--- config.mk ---
export PLATFORM = sky130hd
export DESIGN_NAME = fetch_sequencer_flat
export DESIGN_NICKNAME = d
export VERILOG_FILES = /design/src/rtl/fetch_sequencer_if.sv /design/src/rtl/fetch_sequencer.sv /design/src/flat_wrapper.sv
export SDC_FILE = /design/constraint.sdc
export NUM_CORES = 1
export LEC_CHECK = 0
export CORE_MARGIN = 2
export CORE_UTILIZATION = 40
export CTS_BUF_LIST = sky130_fd_sc_hd__clkbuf_16
export CTS_CLUSTER_SIZE = 40
export DETAILED_ROUTE_END_ITERATION = 8
export DONT_BUFFER_PORTS = 1
export HOLD_SLACK_MARGIN = 0.02
export SETUP_SLACK_MARGIN = 0.3
export SKIP_CTS_REPAIR_TIMING = 1
export SLEW_MARGIN = 20
export SYNTH_ARGS = -nofsm -noshare
export SYNTH_HDL_FRONTEND = slang
export SYNTH_SLANG_ARGS = --single-unit
--- constraint.sdc ---
create_clock -name clk -period 2 [get_ports clk]
set_clock_uncertainty 0.1 [all_clocks]
set_input_delay 0.3 -clock clk [delete_from_list [all_inputs] [get_ports clk]]
set_output_delay 0.3 -clock clk [all_outputs]
set_load 0.03 [all_outputs]
--- src/rtl/fetch_sequencer_if.sv ---
// -----------------------------------------------------------------------------
// fetch_sequencer_if
// Bundles the control, ROM and IF/ID signals of the instruction-fetch
// controller so that they travel as one port.
//
// Signals:
//   stall          hazard unit asks fetch to hold PC and IF/ID contents
//   redirect_valid EX resolved a taken branch/jal/jalr this cycle
//   redirect_pc    byte target of the redirect
//   rom_addr       word address to the combinational instruction ROM
//   rom_instr      ROM data for rom_addr, valid in the same cycle
//   pc             current fetch PC (byte address)
//   if_pc          IF/ID registered PC of the held instruction
//   if_instr       IF/ID registered instruction
//   if_valid       IF/ID holds a real fetched instruction
//   halted         fetch FSM is in HALT
//   fetch_count    saturating count of instructions delivered with if_valid=1
//
// Handshake semantics: there is no ready/backpressure on this bus.
// redirect_valid is a single-cycle qualifier for redirect_pc and is consumed
// on the rising edge where it is high. stall is a level that holds fetch for
// every edge on which it is high. A redirect always wins over a stall.
//
// Modports:
//   master  the fetch sequencer (drives ROM address and IF/ID outputs)
//   slave   the surrounding pipeline, hazard unit and ROM
// -----------------------------------------------------------------------------
interface fetch_sequencer_if #(
    parameter int ADDR_W = 5,
    parameter int CNT_W  = 16
);
    logic              stall;
    logic              redirect_valid;
    logic [31:0]       redirect_pc;
    logic [ADDR_W-1:0] rom_addr;
    logic [31:0]       rom_instr;
    logic [31:0]       pc;
    logic [31:0]       if_pc;
    logic [31:0]       if_instr;
    logic              if_valid;
    logic              halted;
    logic [CNT_W-1:0]  fetch_count;

    modport master (
        input  stall,
        input  redirect_valid,
        input  redirect_pc,
        input  rom_instr,
        output rom_addr,
        output pc,
        output if_pc,
        output if_instr,
        output if_valid,
        output halted,
        output fetch_count
    );

    modport slave (
        output stall,
        output redirect_valid,
        output redirect_pc,
        output rom_instr,
        input  rom_addr,
        input  pc,
        input  if_pc,
        input  if_instr,
        input  if_valid,
        input  halted,
        input  fetch_count
    );
endinterface

--- src/rtl/fetch_sequencer.sv ---
// -----------------------------------------------------------------------------
// fetch_sequencer
// Instruction-fetch controller. Owns the program counter, addresses the
// combinational instruction ROM and registers each fetched word into the
// IF/ID stage. Handles hazard stalls, EX redirects (squashing the wrong-path
// instruction with a NOP bubble) and speculative halt detection.
//
// Ports:
//   clk    system clock, rising edge
//   rst_n  asynchronous active-low reset
//   bus    fetch_sequencer_if.master (see interface file for signal list)
//
// The FSM state is directly observable on bus.halted (HALT <=> halted=1).
// -----------------------------------------------------------------------------
module fetch_sequencer #(
    parameter int          ADDR_W     = 5,
    parameter logic [31:0] HALT_INSTR = 32'hffff_ffff,
    parameter logic [31:0] NOP_INSTR  = 32'h0000_0013,
    parameter int          CNT_W      = 16
) (
    input  logic                 clk,
    input  logic                 rst_n,
    fetch_sequencer_if.master    bus
);

    typedef enum logic {
        ST_RUN  = 1'b0,
        ST_HALT = 1'b1
    } state_e;

    localparam logic [CNT_W-1:0] CNT_MAX = {CNT_W{1'b1}};

    state_e           state_q, state_d;
    logic [31:0]      pc_q, pc_d;
    logic [31:0]      if_pc_q, if_pc_d;
    logic [31:0]      if_instr_q, if_instr_d;
    logic             if_valid_q, if_valid_d;
    logic [CNT_W-1:0] fetch_count_q, fetch_count_d;

    logic             is_halt_word;

    assign is_halt_word = (bus.rom_instr == HALT_INSTR);

    // State and datapath registers.
    always_ff @(posedge clk or negedge rst_n) begin
        if (!rst_n) begin
            state_q       <= ST_RUN;
            pc_q          <= 32'h0;
            if_pc_q       <= 32'h0;
            if_instr_q    <= NOP_INSTR;
            if_valid_q    <= 1'b0;
            fetch_count_q <= '0;
        end else begin
            state_q       <= state_d;
            pc_q          <= pc_d;
            if_pc_q       <= if_pc_d;
            if_instr_q    <= if_instr_d;
            if_valid_q    <= if_valid_d;
            fetch_count_q <= fetch_count_d;
        end
    end

    // Next-state logic. Priority: redirect > stall > normal fetch.
    // A redirect also cancels a halt that was fetched down a wrong path.
    always_comb begin
        state_d = state_q;
        if (bus.redirect_valid) begin
            state_d = ST_RUN;
        end else if (!bus.stall && state_q == ST_RUN && is_halt_word) begin
            state_d = ST_HALT;
        end
    end

    // Datapath next values, with the same priority as the FSM.
    always_comb begin
        pc_d          = pc_q;
        if_pc_d       = if_pc_q;
        if_instr_d    = if_instr_q;
        if_valid_d    = if_valid_q;
        fetch_count_d = fetch_count_q;

        if (bus.redirect_valid) begin
            // Byte-offset bits of the target are dropped; squash IF/ID.
            pc_d       = {bus.redirect_pc[31:2], 2'b00};
            if_instr_d = NOP_INSTR;
            if_valid_d = 1'b0;
        end else if (bus.stall) begin
            // everything holds
        end else if (state_q == ST_RUN) begin
            if_instr_d = bus.rom_instr;
            if_pc_d    = pc_q;
            if_valid_d = 1'b1;
            if (fetch_count_q != CNT_MAX) begin
                fetch_count_d = fetch_count_q + 1'b1;
            end
            // The halt word is delivered, but the PC stays on it.
            if (!is_halt_word) begin
                pc_d = pc_q + 32'd4;
            end
        end else begin
            if_instr_d = NOP_INSTR;
            if_valid_d = 1'b0;
        end
    end

    // Outputs. rom_addr comes straight from the PC register, so there is
    // no combinational path from stall/redirect to the ROM address.
    always_comb begin
        bus.rom_addr    = pc_q[ADDR_W+1:2];
        bus.pc          = pc_q;
        bus.if_pc       = if_pc_q;
        bus.if_instr    = if_instr_q;
        bus.if_valid    = if_valid_q;
        bus.halted      = (state_q == ST_HALT);
        bus.fetch_count = fetch_count_q;
    end

endmodule

--- src/flat_wrapper.sv ---
// flat-port wrapper written by rule: the top's interface ports become plain ports
module fetch_sequencer_flat 
#(
    parameter int          ADDR_W     = 5,
    parameter logic [31:0] HALT_INSTR = 32'hffff_ffff,
    parameter logic [31:0] NOP_INSTR  = 32'h0000_0013,
    parameter int          CNT_W      = 16
)
  (clk, rst_n, bus_stall, bus_redirect_valid, bus_redirect_pc, bus_rom_instr, bus_rom_addr, bus_pc, bus_if_pc, bus_if_instr, bus_if_valid, bus_halted, bus_fetch_count);
  fetch_sequencer_if #(.ADDR_W(ADDR_W), .CNT_W(CNT_W)) bus_i ();
  input  logic clk;
  input  logic rst_n;
  input wire logic [$bits(bus_i.stall)-1:0] bus_stall;
  input wire logic [$bits(bus_i.redirect_valid)-1:0] bus_redirect_valid;
  input wire logic [$bits(bus_i.redirect_pc)-1:0] bus_redirect_pc;
  input wire logic [$bits(bus_i.rom_instr)-1:0] bus_rom_instr;
  output wire logic [$bits(bus_i.rom_addr)-1:0] bus_rom_addr;
  output wire logic [$bits(bus_i.pc)-1:0] bus_pc;
  output wire logic [$bits(bus_i.if_pc)-1:0] bus_if_pc;
  output wire logic [$bits(bus_i.if_instr)-1:0] bus_if_instr;
  output wire logic [$bits(bus_i.if_valid)-1:0] bus_if_valid;
  output wire logic [$bits(bus_i.halted)-1:0] bus_halted;
  output wire logic [$bits(bus_i.fetch_count)-1:0] bus_fetch_count;
  assign bus_i.stall = bus_stall;
  assign bus_i.redirect_valid = bus_redirect_valid;
  assign bus_i.redirect_pc = bus_redirect_pc;
  assign bus_i.rom_instr = bus_rom_instr;
  assign bus_rom_addr = bus_i.rom_addr;
  assign bus_pc = bus_i.pc;
  assign bus_if_pc = bus_i.if_pc;
  assign bus_if_instr = bus_i.if_instr;
  assign bus_if_valid = bus_i.if_valid;
  assign bus_halted = bus_i.halted;
  assign bus_fetch_count = bus_i.fetch_count;
  fetch_sequencer #(.ADDR_W(ADDR_W), .HALT_INSTR(HALT_INSTR), .NOP_INSTR(NOP_INSTR), .CNT_W(CNT_W)) u_core (.clk(clk), .rst_n(rst_n), .bus(bus_i));
endmodule
**After elaboration in Yosys (flattened, before gate mapping)**

Index checks and enable logic that the tools add are counted.

- Output and inout port bits: 119
- Bits of input ports: 68
- Register bits after elaboration: 114
- Word-level logic and storage cells: 35

- $add $sub $neg: 2
- Muxes and demuxes: 12
- Bitwise gates (word level): 3
- Reduce and logical (&&, ||, !) cells: 7
- Eq/ne operators: 5

Operator list:

| kind | number |
|---|---|
| $mux W32 | 7 |
| $add A32 B3 Y32 const B | 1 |
| $eq A32 B32 Y1 const B | 1 |
| $add A16 B1 Y16 const B | 1 |
| $ne A16 B16 Y1 const B | 1 |
| $reduce_and A3 Y1 | 2 |
| $mux W1 | 5 |
| $ne A2 B2 Y1 const B | 2 |
| $reduce_and A4 Y1 | 1 |
| $not A1 Y1 | 3 |
| $logic_and A1 B1 Y1 | 2 |
| $ne A2 B1 Y1 const B | 1 |
| $reduce_bool A2 Y1 | 1 |
| $logic_not A1 Y1 | 1 |

**Logic depth before layout (Yosys ltp)**

Gate-level depths: netlist of the first run.

- Depth after elaboration: 5
- Gate-level depth with buffers: 7
- Mapped depth without buffers: 6

**Least setup slack after synthesis of the first run**

No wires, ideal clock.

- Path type: register to register
- Start: reg u_core.pc_q[2] (netlist: u_core.bus.pc[2])
- End: reg u_core.pc_q[30] (netlist: u_core.bus.pc[30])
- Data required time: 1775 ps
- Slack: -193 ps
- Setup time: 125 ps
- Period minus slack after synthesis: 2193 ps
- Cell stages (with the launch flop): 7
- Buffers on the path: 0
- Data arrival time: 1969 ps
- Path through: dfrtp_1 > ha_1 > and3_1 > nand3_2 > a2111oi_0 > xor2_1 > mux2_2

- Cells in the longest elaborated chain, start to end: 5

RTL lines:

| what | RTL line | RTL |
|---|---|---|
| start: declaration | fetch_sequencer.sv:34 | `logic [31:0] pc_q, pc_d;` |
| start signal: assignment | fetch_sequencer.sv:55 | `pc_q <= pc_d;` |
| $add A32 B3 Y32 | fetch_sequencer.sv:98 | `pc_d = pc_q + 32'd4;` |
| $mux W32 | fetch_sequencer.sv:97 | `if (!is_halt_word) begin` |
| $mux W32 | fetch_sequencer.sv:89 | `end else if (state_q == ST_RUN) begin` |
| $mux W32 | fetch_sequencer.sv:87 | `end else if (bus.stall) begin` |
| $mux W32 | fetch_sequencer.sv:82 | `if (bus.redirect_valid) begin` |

Every way passes these cells. The select of a mux whose other input is x is not followed.
A chain may end at the register's enable or synchronous reset.

**Final worst setup path of the first run**

Ends and elaborated chain as after synthesis.

==> flow_metrics.py, run 1 <==
metrics = {
    "clock_network": {
        "cts_buffer_depth": 2,
        "clkSlewWorstSetupHoldPaths_ps": 80,
        "insertion_delay_ps": 360,
        "cts.sinks": 110,
        "ctsHtreeMaxLevel": 3,
        "cts_tree": "built",
        "cts-buffers-inserted": 9,
        "cts-root-buf": "clkbuf_16",
    },
    "sta": {
        "whs_ps": -463,
        "fin_crit_ps": 1880,
        "timing_hold_violations_final": 110,
        "finalWorstSetupSlack_ps": 123,
        "slew_violations": 0,
        "finalCritPeriodShare_pct": 93.8,
        "rsz0062_at_grt": "true",
        "setup-tns-final_ps": 0,
        "max_freq_mhz": 533,
        "setup_violations": 0,
    },
    "global_routing": {
        "grt-ovfl-total": 0,
        "grt_util_all_layers_pct": 20.9,
        "grt_pass1_vias": 4055,
        "grt_max_degree": 111,
        "grt_pass1_wl_mm": 21.7,
        "antenna_found_initial": 0,
    },
    "cells_and_area": {
        "drive_above_1_share_pct": 31.0,
        "nNetsFinal": 697,
        "regArea_sq_um": 2790,
        "final_core_util_pct": 57.6,
        "nFillCells": 1067,
        "diodes": 0,
        "area_growth_pct": 41.3,
        "multi_input_area_sq_um": 2570,
    },
    "setup_path": {
        "worstPathCellList": "ha_4, and3_4, nand3_4, a2111oi_4, xor2_1, mux2_2",
        "cp_max_fo": 3,
        "critPathLaunchType": "flip-flop",
        "critPathArrivalTime_ps": 2020,
        "critPathSlowestCell": "a2111oi_4",
        "crit_family": "compound AO/OA/AOI/OAI gates",
        "cp_num_buf_inv": 0,
        "slowest_delay_ps": 410,
        "required_ps": 2140,
        "path_class": "reg -> reg",
        "end_kind": "flip-flop",
    },
    "hold_path": {
        "hold_class": "in -> async",
    },
    "floorplan": {
        "rows": 41,
        "start_util_pct": 40.8,
        "dieWidth_um": 117,
        "die_area_sq_um": 13700,
        "pin_count": 187,
        "core_sq_um": 12600,
        "die_h_um": 117,
    },
    "synth": {
        "ys_ff_latch": 110,
        "yosysSeqAreaShare_pct": 53.7,
        "syn_area_sq_um": 5130,
        "synth_area_per_cell_sq_um": 10.3,
        "ys_warn_count": 0,
        "synth-edff-count": 0,
        "netlist_instances": 500,
        "async_flop_share_pct": 100,
        "yosysUniqueCellTypes": 57,
        "synthFlopType": "dfrtp_1",
    },
    "power": {
        "peakVddDrop_mv": 0.459,
        "intPower_mw": 3.85,
        "combinationalPowerShare_pct": 21.7,
        "seq_power_share_pct": 49.8,
        "p_leak_nw": 3.17,
        "power_density_nw_per_um2": 815,
        "finalPower_mw": 5.91,
        "power_frac_clock_pct": 28.5,
        "p_sw_mw": 2.06,
        "switching_share_pct": 34.8,
    },
    "placed_design": {
        "portBuffers": 0,
        "hpwlAfterDp_mm": 10.0,
        "place_ws_ps": -89.2,
        "place.gp.congestion": 0.810,
    },
    "route": {
        "dr.pass1.iters": 4,
        "vias": 4398,
        "wirelength_mm": 15.2,
        "antenna_left": 0,
        "wl_per_cell_um": 18.9,
        "drc": 0,
        "routed_via_density": 5.47,
        "drt_iter0_markers": 242,
    },
    "status": {
        "outcome": "finished, violations left",
        "violations": "negative hold slack",
    },
    "run": {
        "maxCapViolCount": 0,
    },
}
-- worst reg2reg max path: cells and delay by family, from the launching register on --
kind,cells,cell delay (ps)
compound gates,1,410
flops,1,400
simple gates,2,330
mux,1,260
fa+ha+maj,1,160
xor+xnor,1,110
-- per-stage QoR --
stage,cells,area [sq um]
6_report,804,7240
5_1_grt,804,7240
4_1_cts,725,6160
3_5_place_dp,709,5890
3_3_place_gp,709,5890
2_1_floorplan,503,5350
-- placed cells by master (no fill, tap or decap), types with 8 or more instances in the layout --
cell	instances
dfrtp_2	24
a22o_1	29
buf_6	11
o21ai_0	14
nand2_1	118
inv_1	8
nor2_1	9
and3_1	8
xnor2_1	24
dlygate4sd3_1	55
dfrtp_1	83
nand4_1	25
clkbuf_16	9
buf_4	78
a2111oi_4	9
-- cell families (layout without fill, tap and decap cells) --
family | count (synthesis) | count (layout) | synth area share, %
compound gates | 99 | 99 | 14.8
xor+xnor | 31 | 31 | 5.29
fa+ha+maj | 2 | 2 | 0.488
buf+inv | 44 | 173 | 4.32
flops | 110 | 110 | 53.7
mux | 5 | 5 | 1.07
other cells | 1 | 4 | 0.0731
simple gates | 208 | 208 | 20.2
-- power groups by stage --
stage               logic (mW)  clock network (mW)  registers, mW
floorplan                0.508                   0           3.22
global placement          1.05                   0           2.96
detailed placement        1.08                   0           2.97
CTS                       1.08                1.73           2.93
global route              1.40                1.82           2.97
finish                    1.28                1.68           2.94
-- area by class of cell --
class                           count  share of cell area (%)
Sequential cell                   110                    38.5
Multi-Input combinational cell    349                    35.5
Timing Repair Buffer              150                    19.0
Clock buffer                        9                    3.11
Tap cell                          172                    2.97
Clock inverter                      7                   0.587
Inverter                            7                   0.363
-- cells in the mapped netlist (all sizes together) (5+ instances only) --
cell type / count / area (sq um)
a311oi: 5 / 43.8
nor2: 12 / 50.1
a211oi: 9 / 67.6
nor3: 6 / 30.0
dfrtp: 107 / 2680
xnor2: 24 / 210
nand3: 8 / 45.0
nand4: 26 / 178
nand2: 123 / 464
and3: 11 / 68.8
clkbuf: 20 / 76.3
a2111oi: 11 / 110
a21oi: 5 / 28.8
buf: 17 / 119
o21ai: 21 / 105
a22o: 29 / 254
xor2: 7 / 61.3
inv: 7 / 26.3
and4: 7 / 62.6
-- layer usage --
| layer | track usage (%) | wire [um] |
|---|---|---|
| met1 | 28.8 | 6590 |
| met2 | 31.8 | 7480 |
| met3 | 5.72 | 924 |
| met4 | 7.37 | 187 |
| met5 | 0 | 0 |
-- sequential cells by signal (all words and copies together), names as in the netlist --
register,cells
u_core.bus.if_valid,1
u_core.bus.if_instr,32
u_core.bus.if_pc,30
u_core.bus.fetch_count,16
u_core.bus.pc,30
u_core.bus.halted,1
-- final timing paths --
kind / start / end / slack (ps) / depth (start not counted)
max: u_core.bus.pc[2] / u_core.bus.pc[30] / 120 / 6
min: rst_n / u_core.bus.if_pc[18] / -460 / 0
max reg2reg: u_core.bus.pc[2] / u_core.bus.pc[30] / 120 / 6
min reg2reg: u_core.bus.fetch_count[3] / u_core.bus.fetch_count[3] / 410 / 1
max in group asynchronous: rst_n / u_core.bus.if_instr[1] / 2010 / 0
min in group clk: bus_redirect_pc[25] / u_core.bus.pc[25] / 10 / 2
Note: power is estimated with default switching activity, not from simulation.
==> run 2, diff against run 1 <==
--- a/config.mk
+++ b/config.mk
@@ -12,7 +12,7 @@
 export DETAILED_ROUTE_END_ITERATION = 8
 export DONT_BUFFER_PORTS = 1
 export HOLD_SLACK_MARGIN = 0.02
-export SETUP_SLACK_MARGIN = 0.3
+export SETUP_SLACK_MARGIN = 0.15
 export SKIP_CTS_REPAIR_TIMING = 1
 export SLEW_MARGIN = 20
 export SYNTH_ARGS = -nofsm -noshare
==> run 2 against run 1 <==
Compared with the run above: the run still ends with negative hold slack left; total power is 1.7% higher; via count is 4.2% lower; worst setup slack better by 26 ps; flip-flop and latch count stayed put; wire length is 1.3% lower; utilization is 4.2 points lower; non-clock buffer count is 41 lower; design area is 7.3% lower; critical path type unchanged; global-route usage is 0.20 points lower.
==> flow_metrics.py, run 2 (synthesis results as in run 1) <==
metrics = {
    "power": {
        "finalPower_mw": 6.01,
        "peakVddDrop_mv": 0.559,
        "p_leak_nw": 2.92,
        "power_density_nw_per_um2": 895,
    },
    "clock_network": {
        "cts_tree": "built",
        "ctsHtreeMaxLevel": 3,
        "cts_buffer_depth": 2,
        "insertion_delay_ps": 350,
        "cts.sinks": 110,
        "cts-root-buf": "clkbuf_16",
        "clkSlewWorstSetupHoldPaths_ps": 70,
        "cts-buffers-inserted": 9,
    },
    "setup_path": {
        "r2r-start": "u_core.bus.pc[13]",
        "rrSetupSlack_ps": 150,
        "path_class": "reg -> reg",
        "required_ps": 2130,
        "end_kind": "flip-flop",
        "critPathArrivalTime_ps": 1980,
        "cp_max_fo": 7,
        "r2r_cells": 5,
        "critPathLaunchType": "flip-flop",
        "r2r-end": "u_core.bus.pc[31]",
    },
    "cells_and_area": {
        "multi_input_area_sq_um": 2430,
        "layout_commonest_cell": "nand2_1",
        "final_cell_mix": "120 x nand2_1, 87 x dfrtp_1, 70 x buf_4, 35 x dlygate4sd3_1, 29 x a22o_1",
        "drive_above_1_share_pct": 26.1,
        "nFillCells": 1125,
        "final_area_sq_um": 6710,
        "regArea_sq_um": 2780,
        "largest_reg_flops": 32,
        "nNetsFinal": 656,
        "area_growth_pct": 30.9,
        "final_core_util_pct": 53.4,
        "diodes": 0,
        "final_cell_count_no_fill": 763,
    },
    "sta": {
        "worst_pin_slew_ps": 719,
        "setup-tns-final_ps": 0,
        "max_freq_mhz": 540,
        "finalCritPeriodShare_pct": 92.5,
        "rsz0062_at_grt": "true",
        "setup_violations": 0,
        "fin_crit_ps": 1850,
        "whs_ps": -461,
        "slew_violations": 0,
        "timing_hold_violations_final": 128,
        "finalWorstSetupSlack_ps": 149,
        "slew_headroom_pct": 51.9,
    },
    "placed_design": {
        "hpwlAfterDp_mm": 10.2,
        "place_ws_ps": 17.0,
        "portBuffers": 0,
        "place.gp.congestion": 0.877,
        "place_inst": 705,
        "post_dp_cell_area_sq_um": 5820,
    },
    "route": {
        "dr.pass1.iters": 5,
        "wl_per_cell_um": 19.6,
        "drc": 0,
        "wirelength_mm": 15.0,
        "vias": 4214,
        "antenna_left": 0,
        "routed_via_density": 5.52,
        "drt_iter0_markers": 320,
    },
    "floorplan": {
        "die_area_sq_um": 13700,
        "die_h_um": 117,
        "pin_count": 187,
        "rows": 41,
        "start_util_pct": 40.8,
        "core_sq_um": 12600,
        "dieWidth_um": 117,
    },
    "hold_path": {
        "hold_class": "in -> async",
    },
    "global_routing": {
        "top_usage_layer": "met2",
        "grt_util_all_layers_pct": 20.7,
        "grtUsageMet3_pct": 6.33,
        "met2_usage_pct": 33.6,
        "grt_pass1_vias": 4081,
        "grt_pass1_wl_mm": 21.7,
        "antenna_found_initial": 0,
        "use_met1_pct": 26.8,
        "grt_max_degree": 111,
        "grt-ovfl-total": 0,
    },
    "status": {
        "violations": "negative hold slack",
        "outcome": "finished, violations left",
    },
    "run": {
        "maxCapViolCount": 0,
    },
}
-- run 2: worst max-delay path by stage --
stage          slack [ps]               from                end  cells past startpoint
3_3_place_gp           50  bus_rom_instr[16]  u_core.bus.pc[13]                      5
3_5_place_dp           20  bus_rom_instr[16]   u_core.bus.pc[7]                      5
5_1_grt                50   u_core.bus.pc[3]  u_core.bus.pc[17]                      6
6_report              150  u_core.bus.pc[13]  u_core.bus.pc[31]                      5
4_1_cts                30  u_core.bus.pc[11]  u_core.bus.pc[30]                      6
2_1_floorplan         100  u_core.bus.pc[10]  u_core.bus.pc[31]                      6
-- run 2: power breakdown --
part	total (mW)	internal, mW	switching [mW]
Clock	1.89	1.09	0.799
Sequential	2.94	2.48	0.460
Combinational	1.18	0.472	0.708
Total	6.01	4.04	1.97
-- run 2: worst max-delay path, stage by stage, from the launching register on --
cell and delay [ps]:
dfrtp_2 360, and4_2 270, nand4_4 220, a2111oi_4 400, xor2_1 110, mux2_2 270
-- run 2: routing by layer --
metal  vias up  part of all wire (%)  routed length, um
met1      2084                    42               6360
met5         -                     0                  0
li1       1952                     -                  -
met4         0                   1.4                208
met2       160                    49               7380
met3        18                   6.9               1040
-- run 2: layout make-up --
type / instances / area share [%]
multi-input combinational: 349 / 36.2
timing repair buffer: 109 / 14.1
clock buffer: 9 / 3.35
inverter: 7 / 0.391
tap: 172 / 3.21
sequential: 110 / 41.4
clock inverter: 7 / 1.34
